--- src/rtl/method_call_sequencer.sv ---
// Upstream driver for a Synthesijer method port: issues NUM_CALLS req/busy handshakes,
// checks each return against EXPECTED and reports done/pass/timeout and per-call latency.
module method_call_sequencer #(
    parameter int                   RET_WIDTH   = 1,
    parameter logic [RET_WIDTH-1:0] EXPECTED    = RET_WIDTH'(1),
    parameter int                   START_DELAY = 100,
    parameter int                   TIMEOUT     = 1000000,
    parameter int                   NUM_CALLS   = 1,
    parameter int                   CNT_WIDTH   = 32
) (
    input  logic                 clk,
    input  logic                 reset,
    input  logic                 enable,
    output logic                 method_req,
    input  logic                 method_busy,
    input  logic [RET_WIDTH-1:0] method_return,
    output logic                 done,
    output logic                 pass,
    output logic                 timeout,
    output logic [15:0]          call_count,
    output logic [15:0]          fail_count,
    output logic [RET_WIDTH-1:0] last_return,
    output logic [CNT_WIDTH-1:0] last_latency
);

    typedef enum logic [2:0] {
        IDLE, DELAY, WAIT_IDLE, ASSERT, WAIT_DONE, CHECK, FINISH
    } state_t;

    localparam logic [CNT_WIDTH-1:0] DELAY_LAST   = CNT_WIDTH'((START_DELAY > 0) ? START_DELAY - 1 : 0);
    localparam logic [CNT_WIDTH-1:0] TIMEOUT_CNT  = CNT_WIDTH'(TIMEOUT);
    localparam logic [CNT_WIDTH-1:0] TIMEOUT_LAST = CNT_WIDTH'((TIMEOUT > 0) ? TIMEOUT - 1 : 0);
    localparam logic [16:0]          NUM_CALLS_W  = 17'(NUM_CALLS);

    state_t                 state, state_n;
    logic                   req_n;
    logic                   done_n, pass_n, timeout_n;
    logic [CNT_WIDTH-1:0]   dly_cnt, dly_n;
    logic [CNT_WIDTH-1:0]   lat_cnt, lat_n, lat_inc;
    logic [CNT_WIDTH-1:0]   last_latency_n;
    logic [15:0]            call_n, fail_n;
    logic [RET_WIDTH-1:0]   last_return_n;

    // The latency counter stops at TIMEOUT so it can never wrap during a hung call.
    assign lat_inc = (lat_cnt >= TIMEOUT_CNT) ? lat_cnt : lat_cnt + CNT_WIDTH'(1);

    // NOTE: every signal gets its default before the case so no path leaves one unassigned (no latches).
    always_comb begin
        state_n        = state;
        req_n          = 1'b0;
        done_n         = done;
        pass_n         = pass;
        timeout_n      = timeout;
        dly_n          = dly_cnt;
        lat_n          = lat_cnt;
        call_n         = call_count;
        fail_n         = fail_count;
        last_return_n  = last_return;
        last_latency_n = last_latency;

        if (!enable) begin
            state_n = IDLE;
        end else begin
            unique case (state)
                IDLE: begin
                    call_n    = '0;
                    fail_n    = '0;
                    timeout_n = 1'b0;
                    done_n    = 1'b0;
                    pass_n    = 1'b0;
                    dly_n     = '0;
                    state_n   = (START_DELAY == 0) ? WAIT_IDLE : DELAY;
                end
                DELAY: begin
                    dly_n = dly_cnt + CNT_WIDTH'(1);
                    if (dly_cnt == DELAY_LAST) state_n = WAIT_IDLE;
                end
                WAIT_IDLE: begin
                    if (!method_busy) begin
                        state_n = ASSERT;
                        req_n   = 1'b1;
                        lat_n   = '0;
                    end
                end
                ASSERT: begin
                    lat_n = lat_inc;
                    if (lat_cnt >= TIMEOUT_LAST) begin
                        timeout_n = 1'b1;
                        done_n    = 1'b1;
                        pass_n    = 1'b0;
                        state_n   = FINISH;
                    end else if (method_busy) begin
                        state_n = WAIT_DONE;
                    end else begin
                        req_n = 1'b1;
                    end
                end
                WAIT_DONE: begin
                    lat_n = lat_inc;
                    if (lat_cnt >= TIMEOUT_LAST) begin
                        timeout_n = 1'b1;
                        done_n    = 1'b1;
                        pass_n    = 1'b0;
                        state_n   = FINISH;
                    end else if (!method_busy) begin
                        last_return_n  = method_return;
                        last_latency_n = lat_cnt;
                        state_n        = CHECK;
                    end
                end
                CHECK: begin
                    if (call_count != 16'hFFFF) call_n = call_count + 16'd1;
                    if (last_return != EXPECTED && fail_count != 16'hFFFF)
                        fail_n = fail_count + 16'd1;
                    if ({1'b0, call_count} + 17'd1 >= NUM_CALLS_W) begin
                        done_n  = 1'b1;
                        pass_n  = (fail_n == 16'd0) && !timeout;
                        state_n = FINISH;
                    end else begin
                        state_n = WAIT_IDLE;
                    end
                end
                FINISH: ;
                default: state_n = IDLE;
            endcase
        end
    end

    // NOTE: state uses non-blocking assignments; all of it is small flops, so every bit is reset.
    always_ff @(posedge clk or negedge reset) begin
        if (!reset) begin
            state        <= IDLE;
            method_req   <= 1'b0;
            done         <= 1'b0;
            pass         <= 1'b0;
            timeout      <= 1'b0;
            dly_cnt      <= '0;
            lat_cnt      <= '0;
            call_count   <= '0;
            fail_count   <= '0;
            last_return  <= '0;
            last_latency <= '0;
        end else begin
            state        <= state_n;
            method_req   <= req_n;
            done         <= done_n;
            pass         <= pass_n;
            timeout      <= timeout_n;
            dly_cnt      <= dly_n;
            lat_cnt      <= lat_n;
            call_count   <= call_n;
            fail_count   <= fail_n;
            last_return  <= last_return_n;
            last_latency <= last_latency_n;
        end
    end

endmodule

--- config.mk ---
export PLATFORM = sky130hd
export DESIGN_NAME = method_call_sequencer
export DESIGN_NICKNAME = d
export VERILOG_FILES = /design/src/rtl/method_call_sequencer.sv
export SDC_FILE = /design/constraint.sdc
export NUM_CORES = 1
export LEC_CHECK = 0
export ABC_AREA = 1
export ABC_CLOCK_PERIOD_IN_PS = 2550
export CORE_UTILIZATION = 48
export CTS_CLUSTER_DIAMETER = 50
export DETAILED_ROUTE_END_ITERATION = 12
export GPL_ROUTABILITY_DRIVEN = 0
export PLACE_DENSITY_LB_ADDON = 0.25
export SYNTH_ARGS = -nofsm -noshare
export SYNTH_HDL_FRONTEND = slang
export SYNTH_SLANG_ARGS = --single-unit
export TNS_END_PERCENT = 50
--- constraint.sdc ---
create_clock -name clk -period 2.55 [get_ports clk]
set_input_delay 0.3825 -clock clk [delete_from_list [all_inputs] [get_ports clk]]
set_output_delay 0.3825 -clock clk [all_outputs]
set_load 0.02 [all_outputs]
======== Word level (Yosys, flattened, before mapping) ========
Index checks and enable logic that the tools add are counted.
storage, ports and cells
  register bits after elaboration ......... 136
  logic and storage cells ................. 90
operators by class
  add/sub/neg operators ................... 5
  eq/ne operators ......................... 19
  magnitude comparators ................... 3
  multiplexer cells ....................... 30
  reduce and logical (&&, ||, !) cells .... 19
  bitwise gates (word level) .............. 3
operators with widths
  kind                   count
  $pmux 32 s2            2
  $add 32x1->32 const B  2
  $ge 32x20->1 const B   2
  $mux 16                4
  $mux 32                2
  $pmux 16 s2            2
  $add 16x1->16 const B  2
  $eq 32x7->1 const B    1
  $ne 16x16->1 const B   2
  $mux 3                 8
  $pmux 3 s7             1
  $add 16x1->17 const B  1
  $ge 17x1->1 const B    1
  $logic_not 16->1       1
  $reduce_and 4->1       3
  $ne 2x2->1 const B     5
  $eq 3x3->1 const B     3
  $ne 4x4->1 const B     2
  $reduce_bool 2->1      4
  $mux 1                 7
  $eq 3x2->1 const B     2
  $ne 3x3->1 const B     2
  $pmux 1 s3             2
  $reduce_and 3->1       2
  11 further kinds       16

======== Depth between registers and ports, before layout ========
  word-level depth ........................ 9
  mapped depth ............................ 16
  gate-level depth less buffers ........... 15

======== Least setup slack after synthesis ========
No wires, ideal clock.
  path kind ............................... register -> register
  start ................................... register call_count[0]
  end ..................................... register call_count[5]
  setup slack ............................. 0.521 ns
  library setup time ...................... 0.131 ns
  clock period less this slack ............ 2.029 ns
  arrival time ............................ 1.898 ns
  path buffers ............................ 2
  cell stages (with the launch flop) ...... 13
  path through ............................ dfrtp_1 ha_1 buf_2 nand3_1 inv_1 nand3_1 nor2_1 inv_1 o21ai_2 inv_2 nand2_1 buf_2 o22ai_1
on the way
  longest elaborated chain between the ends .. 3
  elaborated cells between the ends (all ways) .. 6
  those cells by class .................... add/sub (1); eq/ne (2); mux (2); reduce/logical (1)
RTL lines
  item                                             RTL line  text
  from (decl)                                      20        output logic [15:0] call_count,
  from (signal assigned)                           151       call_count <= call_n;
  $add 16x1->16 or $ne 16x16->1 (tied branches)    112       if (call_count != 16'hFFFF) call_n = call_count + 16'd1;
  $mux 16 or $ne 2x2->1 (tied branches)            --
  $pmux 16 s2 or $reduce_and 3->1 (tied branches)  --
Several ways; a longest one is shown, not always the timed one. The select of a mux whose other input is x is not followed.
A chain may end at the register's enable or synchronous reset.

======== Worst setup path after layout ========
  start ................................... register fail_count[1]
  end ..................................... register pass
on the way
  longest elaborated chain between the ends .. 9
  elaborated cells between the ends (all ways) .. 10
  those cells by class .................... add/sub (1); eq/ne (1); mux (5); reduce/logical (3)
RTL lines
  item                                                                   RTL line  text
  from (decl)                                                            21        output logic [15:0] fail_count,
  from (signal assigned)                                                 152       fail_count <= fail_n;
  parallel branches: the longest is 2 deep, another holds $add 16x1->16  --
  $mux 16 (*)                                                            113       if (last_return != EXPECTED && fail_count != 16'hFFFF)
  $mux 16 (*)                                                            64        unique case (state)
  $mux 16 (*)                                                            61        if (!enable) begin
  $logic_not 16->1 (*)                                                   117       pass_n = (fail_n == 16'd0) && !timeout;
  $logic_and 1x1->1 (*)                                                  117
  $mux 1 (*)                                                             115       if ({1'b0, call_count} + 17'd1 >= NUM_CALLS_W) begin
  $pmux 1 s3 (*)                                                         64
  to (signal assigned)                                                   147       pass <= pass_n;
  to (decl)                                                              18        output logic pass,
Mark *: on every way between the ends. The select of a mux whose other input is x is not followed.

==> flow_metrics.env <==
export IMPL_status="finished clean"
export IMPL_pre_cts_slack_ps=188
export IMPL_synth_top_area_share_pct=44.2
export IMPL_fmax_mhz=443
export IMPL_holdWs_ps=463
export IMPL_clock_sinks=136
export IMPL_core_sq_um=15400
export IMPL_final_common_cell="nand2_1"
export IMPL_cts_setup_buffers=0
export IMPL_drv_cap=0
export IMPL_clk_latency_ps=420
export IMPL_die_h_um=129
export IMPL_regArea_sq_um=3400
export IMPL_crit_required_ps=2900
export IMPL_grt_pass1_wl_mm=30.8
export IMPL_fin_crit_sh_pct=88.4
export IMPL_rsz0062_at_grt="no"
export IMPL_slew_headroom_pct=60.7
export IMPL_path_class="reg2reg"
export IMPL_n_antenna_cell=0
export IMPL_wirelength_mm=18.3
export IMPL_initial_core_util_pct=49.9
export IMPL_synth_area_leader_cell="dfrtp_1"
export IMPL_powerDensity_nw_per_um2=723
export IMPL_detail_route_antenna_nets=0
export IMPL_overflow=0
export IMPL_grt_usage_pct=23.5
export IMPL_worst_slack_ps=295
export IMPL_finalClockSkew_ps=7.59
export IMPL_die_w_um=129
export IMPL_via_per_inst=5.14
export IMPL_ioPinCount=74
export IMPL_yosys_warnings=0
export IMPL_cts_max_path_buffers=2
export IMPL_synth_net_count=1073
export IMPL_synth_distinct_cells=43
export IMPL_cts_buffers=17
export IMPL_ir_drop_uv=520
export IMPL_grt_pass1_vias=6417
export IMPL_crit_arrival_ps=2600
export IMPL_worst_path_buf_inv=1
export IMPL_fin_crit_ps=2260
export IMPL_wl_per_cell_um=13.3
export IMPL_holdCritPathClass="reg2reg"
export IMPL_drt_iter0_markers=474
export IMPL_ys_ff_latch=136
export IMPL_rows=45
export IMPL_drive_above_1_share_pct=7.16
export IMPL_crit_top_cell="nor2_1"
export IMPL_end_kind="flop"
export IMPL_critical_path_max_stage_delay_ps=420
export IMPL_grt_max_degree=63
export IMPL_synthCells=1062
export IMPL_finalHoldViolCount=0
export IMPL_layout_nets=1159
export IMPL_worst_slew_pin_slew_ps=590
export IMPL_synth_top_cells_by_area="dfrtp_1, nand2_1, inv_1"
export IMPL_synth_area_sq_um=7700
export IMPL_port_buffers=73
export IMPL_root_buffer="clkbuf_16"
export IMPL_critical_path_peak_fanout=16
export IMPL_hpwl_mm=13.2
export IMPL_cts_tree="done"
export IMPL_path_clk_slew_ps=50
export IMPL_htreeDepth=4
export IMPL_slew_violations=0
export IMPL_firstDrtPassIters=5
export IMPL_seq_area_frac_synth_pct=44.2
export IMPL_vias=7043
export IMPL_crit_path_top_delay_cell="dfrtp_1"
export IMPL_setup_tns_final_ps=0
export IMPL_syn_avg_cell_area_sq_um=7.25
export IMPL_p_leak_nw=4.34
export IMPL_drc=0
export IMPL_antenna_found_initial=0
export IMPL_final_cell_mix="nand2_1, inv_1, dfrtp_1"
export IMPL_fillers=1403
export IMPL_crit_chain="ha_1 > nand2_1 > nor2_2 > nand2_2 > nor2_1 > nor2_4 > o21ai_0 > nand2_1 > inv_1 > nand3b_1 > nor2_1 > nor2_1 > nor2_1"
export IMPL_crit_family="simple AND/OR/NAND/NOR gates"
export IMPL_area_growth_pct=21.2
export IMPL_start_kind="flop"
export IMPL_dieArea_sq_um=16600
export IMPL_multiInputGateArea_sq_um=3620
export IMPL_setup_violations=0
[metrics by stage]
step                      total power, mW  util, %  instances  area [sq um]
after global placement               4.27     56.6       1339          8730
after global routing                 7.11     60.5       1371          9330
after detailed placement             4.31     56.6       1339          8730
after floorplan                      3.66        -       1062          7700
final                                6.75     60.5       1371          9330
after CTS                            6.79     60.5       1371          9330
[sequential cells by signal, summed over array words and instances, names as in the netlist]
signal	cells
call_count	16
dly_cnt	32
done	1
fail_count	16
last_latency	32
last_return	1
lat_cnt	32
method_req	1
pass	1
state	3
timeout	1
[where the power goes]
part           internal [mW]  switching, mW  total [mW]  leakage [nW]
Clock                   1.58          0.884        2.46         0.287
Sequential              2.38          0.199        2.58          1.88
Combinational          0.593           1.11        1.70          2.17
Total                   4.55           2.19        6.75          4.34
[cells by family (layout without fill, tap and decap cells)]
group / count (synthesis) / count (layout) / share of synthesized area, %
compound gates: 133 / 133 / 9.68
xor+xnor: 20 / 20 / 2.27
fa+ha+maj: 6 / 6 / 0.975
buf+inv: 177 / 275 / 8.89
flops: 136 / 136 / 44.2
simple gates: 590 / 590 / 34.0
[what timing repair did]
item / in CTS / in global routing
hold buffers: 1 / 0
resized for setup: 0 / 1
setup endpoints to repair: 0 / 1
endpoints found under the hold margin: 59 / 0
[layout make-up]
class | count | area share [%]
multi-input cells | 749 | 38.8
flip-flops and latches | 136 | 36.5
repair buffers | 91 | 9.45
inverters | 153 | 6.17
clock buffers | 23 | 5.01
well taps | 211 | 2.83
clock inverters | 8 | 1.30
[worst min-delay path: stages, from the launching register on]
cell and delay (ps):
dfrtp_1 340, nand2_1 50, inv_1 40
[per-layer routing]
layer / vias to the layer above / routed length (um) / global-route usage [%]
met3: 24 / 734 / 4.70
met1: 3268 / 8710 / 32.2
met4: 0 / 289 / 7.54
li1: 3610 / - / -
met5: - / 0 / 0
met2: 141 / 8560 / 37.6
[final timing paths]
path / startpoint / endpoint / slack [ps] / cells after the start
max in group asynchronous: reset / call_count[10]$_DFFE_PN0P_ / 1320 / 3
min in group asynchronous: reset / fail_count[15]$_DFFE_PN0P_ / 520 / 2
max reg2reg: fail_count[1]$_DFFE_PN0P_ / pass$_DFFE_PN0P_ / 290 / 13
min reg2reg: last_latency[28]$_DFFE_PN0P_ / last_latency[28]$_DFFE_PN0P_ / 460 / 2
min: last_latency[28]$_DFFE_PN0P_ / last_latency[28]$_DFFE_PN0P_ / 460 / 2
max: fail_count[1]$_DFFE_PN0P_ / pass$_DFFE_PN0P_ / 290 / 13
[synth_stat cells]
cell type,instances
nand2_1,299
inv_1,144
dfrtp_1,136
nor2_1,125
o21ai_0,68
nand3_1,63
nand4_1,40
nor3_1,25
o22ai_1,25
xor2_1,20
a21oi_1,19
buf_2,12
clkbuf_1,9
inv_2,8
nor4_1,7
ha_1,6
o21ai_1,6
nand2_4,5
nand2_2,4
nor2_4,4
o21a_1,4
nand3b_1,3
nor2_2,3
a31oi_1,2
and3_1,2
buf_1,2
nor3_4,2
o21ai_2,2
o221a_2,2
or2_2,2
a22o_1,1
a31o_2,1
and2_1,1
buf_4,1
clkinv_2,1
nand3_2,1
nand4_2,1
nand4_4,1
nor3_2,1
o211ai_1,1
o21bai_1,1
o221ai_1,1
or3_1,1
Power figures use the tool's default switching activity.
